### config.mk
export PLATFORM = sky130hd
export DESIGN_NAME = msrv32_imm_sequencer
export DESIGN_NICKNAME = d
export VERILOG_FILES = /design/src/rtl/msrv32_imm_sequencer_pkg.sv /design/src/rtl/msrv32_imm_sequencer_decoder.sv /design/src/rtl/msrv32_imm_sequencer.sv
export SDC_FILE = /design/constraint.sdc
export NUM_CORES = 1
export LEC_CHECK = 0
export ABC_AREA = 1
export ABC_CLOCK_PERIOD_IN_PS = 3900
export CAP_MARGIN = 40
export CORE_ASPECT_RATIO = 0.8
export CORE_MARGIN = 4
export CORE_UTILIZATION = 25
export CTS_CLUSTER_SIZE = 30
export DETAILED_ROUTE_END_ITERATION = 6
export PLACE_DENSITY = 0.51
export SLEW_MARGIN = 20
export SYNTH_ARGS = -nofsm -noshare
export SYNTH_HDL_FRONTEND = slang
export SYNTH_SLANG_ARGS = --single-unit
export TNS_END_PERCENT = 30
### constraint.sdc
create_clock -name ms_riscv32_mp_clk_in -period 3.9 [get_ports ms_riscv32_mp_clk_in]
set_clock_uncertainty 0.15 [all_clocks]
set_input_delay 0.78 -clock ms_riscv32_mp_clk_in [delete_from_list [all_inputs] [get_ports ms_riscv32_mp_clk_in]]
set_output_delay 0.78 -clock ms_riscv32_mp_clk_in [all_outputs]
set_load 0.005 [all_outputs]
### src/rtl/msrv32_imm_sequencer_pkg.sv
// Shared definitions for the RV32 immediate-path front end: opcodes,
// immediate-type codes, buffer states and the buffered entry layout.
package msrv32_imm_sequencer_pkg;

  // Major opcodes, instr[6:0]
  localparam logic [6:0] OP       = 7'b0110011;
  localparam logic [6:0] OP_IMM   = 7'b0010011;
  localparam logic [6:0] LOAD     = 7'b0000011;
  localparam logic [6:0] STORE    = 7'b0100011;
  localparam logic [6:0] BRANCH   = 7'b1100011;
  localparam logic [6:0] JAL      = 7'b1101111;
  localparam logic [6:0] JALR     = 7'b1100111;
  localparam logic [6:0] LUI      = 7'b0110111;
  localparam logic [6:0] AUIPC    = 7'b0010111;
  localparam logic [6:0] MISC_MEM = 7'b0001111;
  localparam logic [6:0] SYSTEM   = 7'b1110011;

  // Immediate-type codes understood by msrv32_imm_generator
  localparam logic [2:0] IMM_R     = 3'b000;
  localparam logic [2:0] IMM_I     = 3'b001;
  localparam logic [2:0] IMM_S     = 3'b010;
  localparam logic [2:0] IMM_B     = 3'b011;
  localparam logic [2:0] IMM_U     = 3'b100;
  localparam logic [2:0] IMM_J     = 3'b101;
  localparam logic [2:0] IMM_CSR   = 3'b110;
  localparam logic [2:0] IMM_I_ALT = 3'b111;

  // Occupancy of the output register plus skid register
  typedef enum logic [1:0] {
    ST_EMPTY = 2'd0,
    ST_ONE   = 2'd1,
    ST_FULL  = 2'd2
  } buf_state_e;

  // One held instruction, already classified
  typedef struct packed {
    logic [31:0] pc;
    logic [24:0] instr;
    logic [2:0]  imm_type;
    logic        illegal;
  } seq_entry_t;

endpackage

### src/rtl/msrv32_imm_sequencer_decoder.sv
// Combinational opcode classifier: instruction word -> immediate-type code
// plus an illegal flag for unknown opcodes or non-32-bit encodings.
module msrv32_imm_type_decoder
  import msrv32_imm_sequencer_pkg::*;
(
  input  logic [31:0] instr_in,
  output logic [2:0]  imm_type_out,
  output logic        illegal_out
);

  // Only the opcode and funct3[2] matter; the rest of the word is ignored
  logic unused_bits;
  assign unused_bits = ^{instr_in[31:15], instr_in[13:7]};

  // Map the opcode to its immediate format; anything unknown falls back to I-type
  always_comb begin
    imm_type_out = IMM_I;
    illegal_out  = 1'b0;
    case (instr_in[6:0])
      OP:       imm_type_out = IMM_R;
      OP_IMM:   imm_type_out = IMM_I;
      LOAD:     imm_type_out = IMM_I;
      JALR:     imm_type_out = IMM_I;
      MISC_MEM: imm_type_out = IMM_I;
      STORE:    imm_type_out = IMM_S;
      BRANCH:   imm_type_out = IMM_B;
      LUI:      imm_type_out = IMM_U;
      AUIPC:    imm_type_out = IMM_U;
      JAL:      imm_type_out = IMM_J;
      SYSTEM:   imm_type_out = instr_in[14] ? IMM_CSR : IMM_I_ALT;
      default: begin
        imm_type_out = IMM_I;
        illegal_out  = 1'b1;
      end
    endcase
    if (instr_in[1:0] != 2'b11) begin
      imm_type_out = IMM_I;
      illegal_out  = 1'b1;
    end
  end

endmodule

### src/rtl/msrv32_imm_sequencer.sv
// Decode-stage front end: classifies fetched instructions and holds them in
// a two-entry skid buffer (output register + skid) in strict FIFO order.
// instr_ready_out is a pure state decode, so no combinational path exists
// from dec_ready_in back to fetch.
module msrv32_imm_sequencer
  import msrv32_imm_sequencer_pkg::*;
(
  input  logic        ms_riscv32_mp_clk_in,
  input  logic        ms_riscv32_mp_rst_in,
  input  logic        instr_valid_in,
  input  logic [31:0] instr_in,
  input  logic [31:0] pc_in,
  output logic        instr_ready_out,
  input  logic        flush_in,
  input  logic        dec_ready_in,
  output logic        dec_valid_out,
  output logic [24:0] instr_out,
  output logic [2:0]  imm_type_out,
  output logic [31:0] pc_out,
  output logic        illegal_out
);

  buf_state_e state_q, state_d;
  seq_entry_t head_q, head_d;
  seq_entry_t skid_q, skid_d;
  seq_entry_t new_entry;

  logic [2:0] dec_imm_type;
  logic       dec_illegal;
  logic       in_xfer;
  logic       out_xfer;

  msrv32_imm_type_decoder u_decoder (
    .instr_in     (instr_in),
    .imm_type_out (dec_imm_type),
    .illegal_out  (dec_illegal)
  );

  assign instr_ready_out = (state_q != ST_FULL);
  assign dec_valid_out   = (state_q != ST_EMPTY);
  assign in_xfer         = instr_valid_in & instr_ready_out;
  assign out_xfer        = dec_valid_out & dec_ready_in;

  assign instr_out    = head_q.instr;
  assign imm_type_out = head_q.imm_type;
  assign pc_out       = head_q.pc;
  assign illegal_out  = head_q.illegal;

  // Package the incoming word with its classification
  always_comb begin
    new_entry          = '0;
    new_entry.pc       = pc_in;
    new_entry.instr    = instr_in[31:7];
    new_entry.imm_type = dec_imm_type;
    new_entry.illegal  = dec_illegal;
  end

  // Occupancy FSM and data steering; flush wins over any handshake
  always_comb begin
    state_d = state_q;
    head_d  = head_q;
    skid_d  = skid_q;
    if (flush_in) begin
      state_d = ST_EMPTY;
    end else begin
      case (state_q)
        ST_EMPTY: begin
          if (in_xfer) begin
            head_d  = new_entry;
            state_d = ST_ONE;
          end
        end
        ST_ONE: begin
          if (in_xfer && out_xfer) begin
            head_d = new_entry;
          end else if (in_xfer) begin
            skid_d  = new_entry;
            state_d = ST_FULL;
          end else if (out_xfer) begin
            state_d = ST_EMPTY;
          end
        end
        ST_FULL: begin
          if (out_xfer) begin
            head_d  = skid_q;
            state_d = ST_ONE;
          end
        end
        default: state_d = ST_EMPTY;
      endcase
    end
  end

  // State and data registers; reset clears everything and beats flush
  always_ff @(posedge ms_riscv32_mp_clk_in) begin
    if (ms_riscv32_mp_rst_in) begin
      state_q <= ST_EMPTY;
      head_q  <= '0;
      skid_q  <= '0;
    end else begin
      state_q <= state_d;
      head_q  <= head_d;
      skid_q  <= skid_d;
    end
  end

endmodule

## After elaboration in Yosys (flattened, before gate mapping)

Cells that the tools add are included.

| storage, ports and cells | value |
|---|---|
| input bits | 69 |
| word-level logic and storage cells | 58 |
| register bits | 124 |
| output and inout bits | 63 |

| cells by class | value |
|---|---|
| reduce and logical (&&, ||, !) cells | 10 |
| mux-type cells | 15 |
| bitwise gates (word level) | 4 |
| equality and inequality tests | 20 |

Operators by type and width:

| cell | count |
|---|---|
| 61-bit two-way mux | 3 |
| 61-bit one-hot mux with 3 select lines | 1 |
| 7-bit equality test, second input constant | 4 |
| 7-bit by 6-bit equality test with 1-bit output, second input constant | 3 |
| 3-bit one-hot mux with 6 select lines | 1 |
| 7-bit by 5-bit equality test with 1-bit output, second input constant | 2 |
| 2-bit inequality test, second input constant | 6 |
| 11-bit OR reduction | 1 |
| 2-bit two-way mux | 5 |
| 4-bit AND reduction | 2 |
| 7-bit by 2-bit equality test with 1-bit output, second input constant | 1 |
| 7-bit by 4-bit equality test with 1-bit output, second input constant | 1 |
| 2-bit one-hot mux with 3 select lines | 1 |
| 5-bit AND reduction | 1 |
| 2-bit OR reduction | 2 |
| 1-bit two-way mux | 3 |
| 3-bit two-way mux | 1 |
| 3-bit inequality test, second input constant | 1 |
| 3-bit nonzero test | 1 |
| 1-bit AND | 2 |
| 2-bit by 1-bit equality test with 1-bit output, second input constant | 1 |
| 2-bit equality test, second input constant | 1 |
| 2-bit zero test | 1 |
| 1-bit NOT | 2 |
| other kinds (2) | 2 |

## Logic depth before layout (Yosys ltp)

Gate-level depths: netlist (run 1).

| logic depth | value |
|---|---|
| depth in word-level cells | 6 |
| depth in mapped cells | 10 |
| depth with buffers taken out | 10 |

## Hierarchy

A second synthesis (run 1) with hierarchy kept.

| second synthesis, totals | value |
|---|---|
| cell total of the unflattened synthesis | 933 |
| area total of the unflattened synthesis | 5973.2 um^2 |

Modules (own cells, without submodules):

| module | cells an instance | sequential area each (um^2) | area each (um^2) | instances |
|---|---|---|---|---|
| msrv32_imm_sequencer | 898 | 2482.4 | 5809.3 | 1 |
| msrv32_imm_type_decoder | 35 | 0.0 | 163.9 | 1 |

## Worst setup path after synthesis (run 1)

No wires, ideal clock.

| timing | value |
|---|---|
| path type | register -> output |
| from | reg state_q[1] |
| to | out instr_ready_out |
| arrival time | 0.965 ns |
| cell stages (with the launch flop) | 7 |
| setup slack | 2.005 ns |
| data required time | 2.970 ns |
| path buffers | 3 |
| path through | dfxtp_1 -> inv_2 -> nor2_4 -> inv_2 -> buf_6 -> buf_6 -> buf_6 |

| between the ends | value |
|---|---|
| cells in the longest elaborated chain, start to end | 1 |

Ends and longest elaborated chain:

| item | RTL line | RTL |
|---|---|---|
| start: declaration | msrv32_imm_sequencer.sv:23 | `buf_state_e state_q, state_d;` |
| start signal: assignment | msrv32_imm_sequencer.sv:101 | `state_q <= state_d;` |
| 2-bit inequality test | msrv32_imm_sequencer.sv:39 | `assign instr_ready_out = (state_q != ST_FULL);` |
| end: declaration | msrv32_imm_sequencer.sv:13 | `output logic instr_ready_out,` |

Every way passes these cells.

## Worst setup path after layout (run 1)

Same ends and word-level chain as after synthesis.

==> flow_summary.toml, run 1 <==
[sta]
worst_slack_ns = 1.121
slew_headroom_pct = 58.29
tightestPinTransition_ns = 0.6257
rsz0062_at_grt = "no"
final_hold_viol_count = 0
setup_tns_ns = 0
fin_crit_ns = 2.779
setup_viol = 0
drv_slew = 0
min_period_over_period_pct = 71.26
hold_ws_ns = 0.2910
timing.fmax_ghz = 0.3598

[global_route]
grt_max_degree = 123
grt_antenna_before_repair = 0
grt-ovfl-total = 0
grt_pass1_wl_um = 22890
grtUsageTotal_pct = 11.87
grt_pass1_vias = 4396

[cts]
cts-root-buf = "clkbuf_16"
hold_buffers = 0
clock_sinks = 124
cts_resized = 0
tritoncts = "built"
cts_setup_buffers = 0
clk-insertion-delay-late_ns = 0.40
clockBufferDepth = 2
cts_buffers = 17
h-tree-depth = 4
clkTransAtPathRegs_ns = 0.06

[final_layout]
final_cell_mix = "o21ai_0, clkdlybuf4s50_1, dfxtp_1"
nNetsFinal = 917
final_common_cell = "o21ai_0"
nFillCells = 2188
drive_gt1_share_pct = 4.878
postLayoutCoreUtil_pct = 35.43
antenna_cells = 0
synthToLayoutAreaGrowth_pct = 39.21

[run_status]
outcome = "finished clean"

[placement]
gp_congestion = 0.7578
dpl.hpwl_um = 8567
place_ws_ns = 0.8707
io_buffer_count = 131

[synth]
yosysSeqAreaShare_pct = 46.98
syn_inst = 744
netlist_area_um2 = 5284
yosys_warnings = 0
synth.distinct_cells = 21
synthesis.nets = 813
synth_top_area_cell = "dfxtp_1"
ys_ff_latch = 124
synth_area_leaders = "dfxtp_1, o21ai_0, a21oi_1, inv_1, nand2_1"
synth.avg_cell_area_um2 = 7.102
yosys.area.top_type_share_pct = 46.98

[drt]
drtIter0Drc = 312
viasPerCell = 4.292
firstDrtPassIters = 4
vias = 4850
drt-total-wl_um = 13730
post_drt_wl_per_cell_um = 12.15
drc_errors = 0
antenna_left = 0

[worst_setup_path]
startpoint_type = "flip-flop"
crit_arrival_ns = 1.85
criticalPathCategory = "reg -> out"
cp_max_fo = 17
cp-end-kind = "primary output"
crit_required_ns = 2.97

[min_path]
hold_class = "reg -> reg"

[die]
die_h_um = 138.0
ios = 132
rows = 47
fp.dieArea_um2 = 23540
start_util_pct = 25.45
die_x_um = 170.5
core_area_um2 = 20760

[power_and_ir_drop]
power_mw = 3.348
p_leak_nw = 2.862
powerDensity_nw_per_um2 = 455.1
ir_drop_uv = 224.7

[flow_run]
cap_violations = 0
==> cell usage after synthesis <==
cell type  number
nor2_1         45
nand2_1       111
nand2_2         1
o21ai_0       158
inv_1         118
nand4_1         2
buf_2          19
o211ai_1        1
clkbuf_1       22
buf_4           2
o2111ai_1       1
o211ai_2        1
a21oi_1       113
buf_6           7
nor3_1          1
nor2_4          1
buf_1           1
dfxtp_1       124
nand3_1         6
inv_2           2
o21ai_1         8
==> worst paths after layout <==
| check | from | end | slack (ns) | cells past startpoint |
|---|---|---|---|---|
| max | state_q[1] | instr_ready_out | 1.12 | 4 |
| min | instr_out[22] | instr_out[22] | 0.29 | 2 |
| max reg2reg | state_q[1] | imm_type_out[2] | 1.31 | 10 |
| min reg2reg | instr_out[22] | instr_out[22] | 0.29 | 2 |
==> cell families (layout without fill, tap and decap cells) <==
logic type	after synthesis	after routing	share of synthesized area, %
compound gates	282	282	26.97
buf+inv	171	288	13.73
flops	124	124	46.98
simple gates	167	167	12.31
==> metrics by stage <==
stage	std cells	cell area, um^2
floorplan	744	5284
global placement	1098	6746
detailed placement	1098	6746
CTS	1130	7356
global route	1130	7356
finish	1130	7356
==> sequential cells by signal, summed over array words and instances, names as in the netlist <==
signal,flops
skid_q,61
pc_out,32
instr_out,25
imm_type_out,3
state_q,2
illegal_out,1
==> final cells by class <==
type                    count  area [um^2]  area share, %
repair buffers            136         1386          18.85
inverters                 120        451.7          6.141
clock buffers              19        442.9          6.021
multi-input cells         449         2090          28.41
clock inverters            13        166.4          2.262
flip-flops and latches    124         2482          33.75
well taps                 269        336.6          4.576
==> power by group <==
group          switching [mW]  internal (mW)
clock                   0.600           1.03
combinational           0.164          0.198
sequential             0.0293           1.33
==> routing by layer <==
metal	GRT usage [%]	share of wire [%]	up-vias
li1	-	-	2595
met1	16.69	50	2138
met2	17.16	42	106
met3	4.195	6.6	11
met4	3.403	1.0	0
met5	0	0	-
==> worst max-delay path, stage by stage (launching register included) <==
cell             delay (ns)
dfxtp_1                0.34
inv_2                  0.08
nor2_4                 0.35
clkinv_2               0.20
clkdlybuf4s50_1        0.48
(Power assumes the default switching activity.)
==> inputs of run 2 (changes only) <==
ABC_CLOCK_PERIOD_IN_PS = 2800   (was 3900)
clock period = 2.8 ns   (was 3.9 ns; I/O delays follow)
==> flow_summary.toml, run 2 (synthesized netlist as in run 1, its figures left out) <==
[run_status]
outcome = "finished clean"

[cts]
tritoncts = "built"
clk-insertion-delay-late_ns = 0.41
h-tree-depth = 4
clockBufferDepth = 2
cts_buffers = 17
hold_buffers = 0
cts-root-buf = "clkbuf_16"
cts_setup_buffers = 0
clock_sinks = 124
cts_resized = 0
clkTransAtPathRegs_ns = 0.06

[sta]
setup_viol = 0
timing.fmax_ghz = 0.3943
tightestPinTransition_ns = 0.5280
slew_headroom_pct = 64.76
rsz0062_at_grt = "no"
hold_ws_ns = 0.2912
final_hold_viol_count = 0
min_period_over_period_pct = 90.59
drv_slew = 0
worst_slack_ns = 0.2636
setup_tns_ns = 0
fin_crit_ns = 2.536

[die]
fp.dieArea_um2 = 23540
ios = 132
core_area_um2 = 20760
die_x_um = 170.5
rows = 47
die_h_um = 138.0
start_util_pct = 25.45

[worst_setup_path]
crit_required_ns = 2.09
cp-end-kind = "primary output"
criticalPathCategory = "reg -> out"
startpoint_type = "flip-flop"
crit_arrival_ns = 1.83
cp_max_fo = 29

[placement]
io_buffer_count = 131
placed_area_um2 = 6802
dpl.hpwl_um = 8610
gp_congestion = 0.7627
dp_cells = 1102
place_ws_ns = 0.3681

[drt]
vias = 4837
viasPerCell = 4.269
antenna_left = 0
drt-total-wl_um = 13430
firstDrtPassIters = 5
post_drt_wl_per_cell_um = 11.86
drc_errors = 0
drtIter0Drc = 263

[power_and_ir_drop]
p_leak_nw = 2.878
power_mw = 4.550
ir_drop_uv = 275.1
powerDensity_nw_per_um2 = 616.6

[global_route]
grt_pass1_wl_um = 22310
grtUsageTotal_pct = 11.67
grt_max_degree = 69
grt_antenna_before_repair = 0
grt-ovfl-total = 0
grt_pass1_vias = 4327

[final_layout]
antenna_cells = 0
synthToLayoutAreaGrowth_pct = 39.64
final_common_cell = "o21ai_0"
final_cell_mix = "o21ai_0, clkdlybuf4s50_1, dfxtp_1"
drive_gt1_share_pct = 5.208
final_area_um2 = 7378
largest_reg_flops = 61
nFillCells = 2214
register_area_um2 = 2482
postLayoutCoreUtil_pct = 35.54
fin_cells = 1133
multi_input_area_um2 = 2090
regMostFlops = "skid_q"
nNetsFinal = 921

[flow_run]
cap_violations = 0

[min_path]
hold_class = "reg -> reg"
run 2: cell count changes in the layout (fill, tap and decap cells not counted):
| cell | before | now |
|---|---|---|
| buf_12 | 3 | 5 |
| buf_4 | 2 | 4 |
| bufinv_16 | 3 | 2 |
| clkbuf_8 | 1 | 2 |
| clkinv_2 | 3 | 5 |
| clkinv_4 | 3 | 2 |
| inv_6 | 2 | 0 |
run 2: power by group:
group | total (mW) | internal [mW] | switching, mW
Clock | 2.15 | 1.35 | 0.800
Combinational | 0.512 | 0.283 | 0.229
Sequential | 1.89 | 1.85 | 0.0395
run 2: area by class of cell:
cell class              count  share of cell area, %
flip-flops and latches    124                  33.64
multi-input cells         449                  28.32
repair buffers            140                  19.54
clock buffers              20                  6.190
inverters                 120                  6.122
well taps                 269                  4.562
clock inverters            11                  1.628
run 2: critical path, cell delays in order (launching register included):
cell and delay, ns:
dfxtp_1 0.34, inv_2 0.08, nor2_4 0.10, clkinv_2 0.33, clkdlybuf4s50_1 0.57
run 2: layer usage:
metal	track usage [%]	up-vias	share of wire, %
li1	-	2596	-
met1	15.56	2134	50
met2	17.39	97	42
met3	4.766	10	7.1
met4	3.361	0	1.0
met5	0	-	0
run 2: final timing paths:
| path | to | start | slack, ns | cells after the start |
|---|---|---|---|---|
| worst max register to register | skid_q[1] | state_q[1] | 0.65 | 10 |
| worst min register to register | instr_out[16] | instr_out[16] | 0.29 | 2 |
| worst min-delay path | instr_out[16] | instr_out[16] | 0.29 | 2 |
| worst max-delay path | instr_ready_out | state_q[1] | 0.26 | 4 |
==> inputs of run 3 (changes only) <==
CORE_MARGIN = not set   (was 4)
==> flow_summary.toml, run 3 (synthesized netlist as in run 1, its figures left out) <==
[global_route]
grtUsageTotal_pct = 12.68
grt_pass1_vias = 4267
grt_antenna_before_repair = 0
grt_pass1_wl_um = 21710
grt-ovfl-total = 0
grt_max_degree = 120

[die]
die_x_um = 164.5
core_area_um2 = 20700
ios = 132
fp.dieArea_um2 = 21720
rows = 47
start_util_pct = 25.53
die_h_um = 132.0

[final_layout]
postLayoutCoreUtil_pct = 35.60
final_area_um2 = 7370
final_cell_mix = "o21ai_0, clkdlybuf4s50_1, dfxtp_1"
regMostFlops = "skid_q"
drive_gt1_share_pct = 5.214
final_common_cell = "o21ai_0"
largest_reg_flops = 61
nNetsFinal = 920
synthToLayoutAreaGrowth_pct = 39.47

[sta]
min_period_over_period_pct = 85.81
rsz0062_at_grt = "no"
setup_tns_ns = 0
setup_viol = 0
timing.fmax_ghz = 0.4162
final_hold_viol_count = 0
tightestPinTransition_ns = 0.5779
drv_slew = 0
fin_crit_ns = 2.403
slew_headroom_pct = 61.47

[placement]
gp_congestion = 0.7161
dpl.hpwl_um = 8315
io_buffer_count = 131
placed_area_um2 = 6782

[drt]
met3_length_um = 966
wl_met1_um = 6720
met2_wirelength_um = 5351
drtIter0Drc = 277
drc_errors = 0
drt-total-wl_um = 13230
post_drt_wl_per_cell_um = 11.67
antenna_left = 0
highest_layer = "met4"
firstDrtPassIters = 5
vias = 4826
viasPerCell = 4.259

[cts]
cts_buffers = 17
clockBufferDepth = 2
cts-root-buf = "clkbuf_16"
clk-insertion-delay-late_ns = 0.42
hold_buffers = 0
cts_setup_buffers = 0
clkTransAtPathRegs_ns = 0.06
clock_sinks = 124
tritoncts = "built"
cts_resized = 0
h-tree-depth = 4

[worst_setup_path]
timing.rr.start = "state_q[0]"
worst-r2r-cell-count = 9
startpoint = "state_q[0]"
criticalPathCategory = "reg -> out"
crit_required_ns = 2.09
r2r_slack_ns = 0.80
startpoint_type = "flip-flop"
worstReg2RegEnd = "skid_q[1]"
cp_max_fo = 5
cp-end-kind = "primary output"
endpoint = "dec_valid_out"
crit_arrival_ns = 1.69

[flow_run]
cap_violations = 0

[power_and_ir_drop]
swShare_pct = 23.87
clock_power_share_pct = 47.8
power_switching_mw = 1.097
intPower_mw = 3.499
p_leak_nw = 2.872
sequentialPowerShare_pct = 41.2
power_mw = 4.595
ir_drop_uv = 273.3
powerDensity_nw_per_um2 = 623.6
power_frac_comb_pct = 11.0

[min_path]
hold_class = "reg -> reg"

[run_status]
outcome = "finished clean"
==> run 3: worst min-delay path by stage <==
stage	from	endpoint	slack, ns	depth (start not counted)
2_1_floorplan	skid_q[10]	skid_q[10]	0.27	2
3_3_place_gp	instr_out[16]	instr_out[16]	0.28	2
3_5_place_dp	instr_out[16]	instr_out[16]	0.29	2
4_1_cts	instr_out[16]	instr_out[16]	0.29	2
5_1_grt	instr_out[13]	instr_out[13]	0.31	2
6_report	instr_out[5]	instr_out[5]	0.29	2
==> run 3: per-stage QoR <==
stage,hold slack (ns),setup WS [ns],cells
3_5_place_dp,0.2852,0.2587,1101
2_1_floorplan,0.2745,1.125,744
6_report,0.2905,0.3974,1133
5_1_grt,0.3079,0.2897,1132
4_1_cts,0.2943,0.3726,1132
3_3_place_gp,0.2831,0.2422,1101
==> run 3: metal layers <==
metal  track usage [%]  up-vias
li1                  -     2596
met1             17.44     2105
met2             18.09      111
met3             4.372       14
met4             4.740        0
met5                 0        -
==> run 3: area by class of cell <==
class	instances	area, um^2
clock inverters	11	118.9
inverters	120	451.7
multi-input cells	449	2090
diodes	1	2.502
repair buffers	139	1421
fillers	2231	13330
well taps	269	336.6
clock buffers	20	466.7
flip-flops and latches	124	2482
==> run 3: power by group through the flow <==
stage                     registers [mW]  clock network (mW)  logic (mW)
final                               1.89                2.20       0.506
after floorplan                     1.93                   0       0.221
after CTS                           1.89                2.27       0.514
after global placement              1.93                   0       0.511
after global routing                1.90                2.34       0.571
after detailed placement            1.93                   0       0.510
==> run 3: critical path: stages, from the launching register on <==
cell,delay (ns)
dfxtp_1,0.36
nor2_1,0.31
inv_1,0.09
clkdlybuf4s50_1,0.51
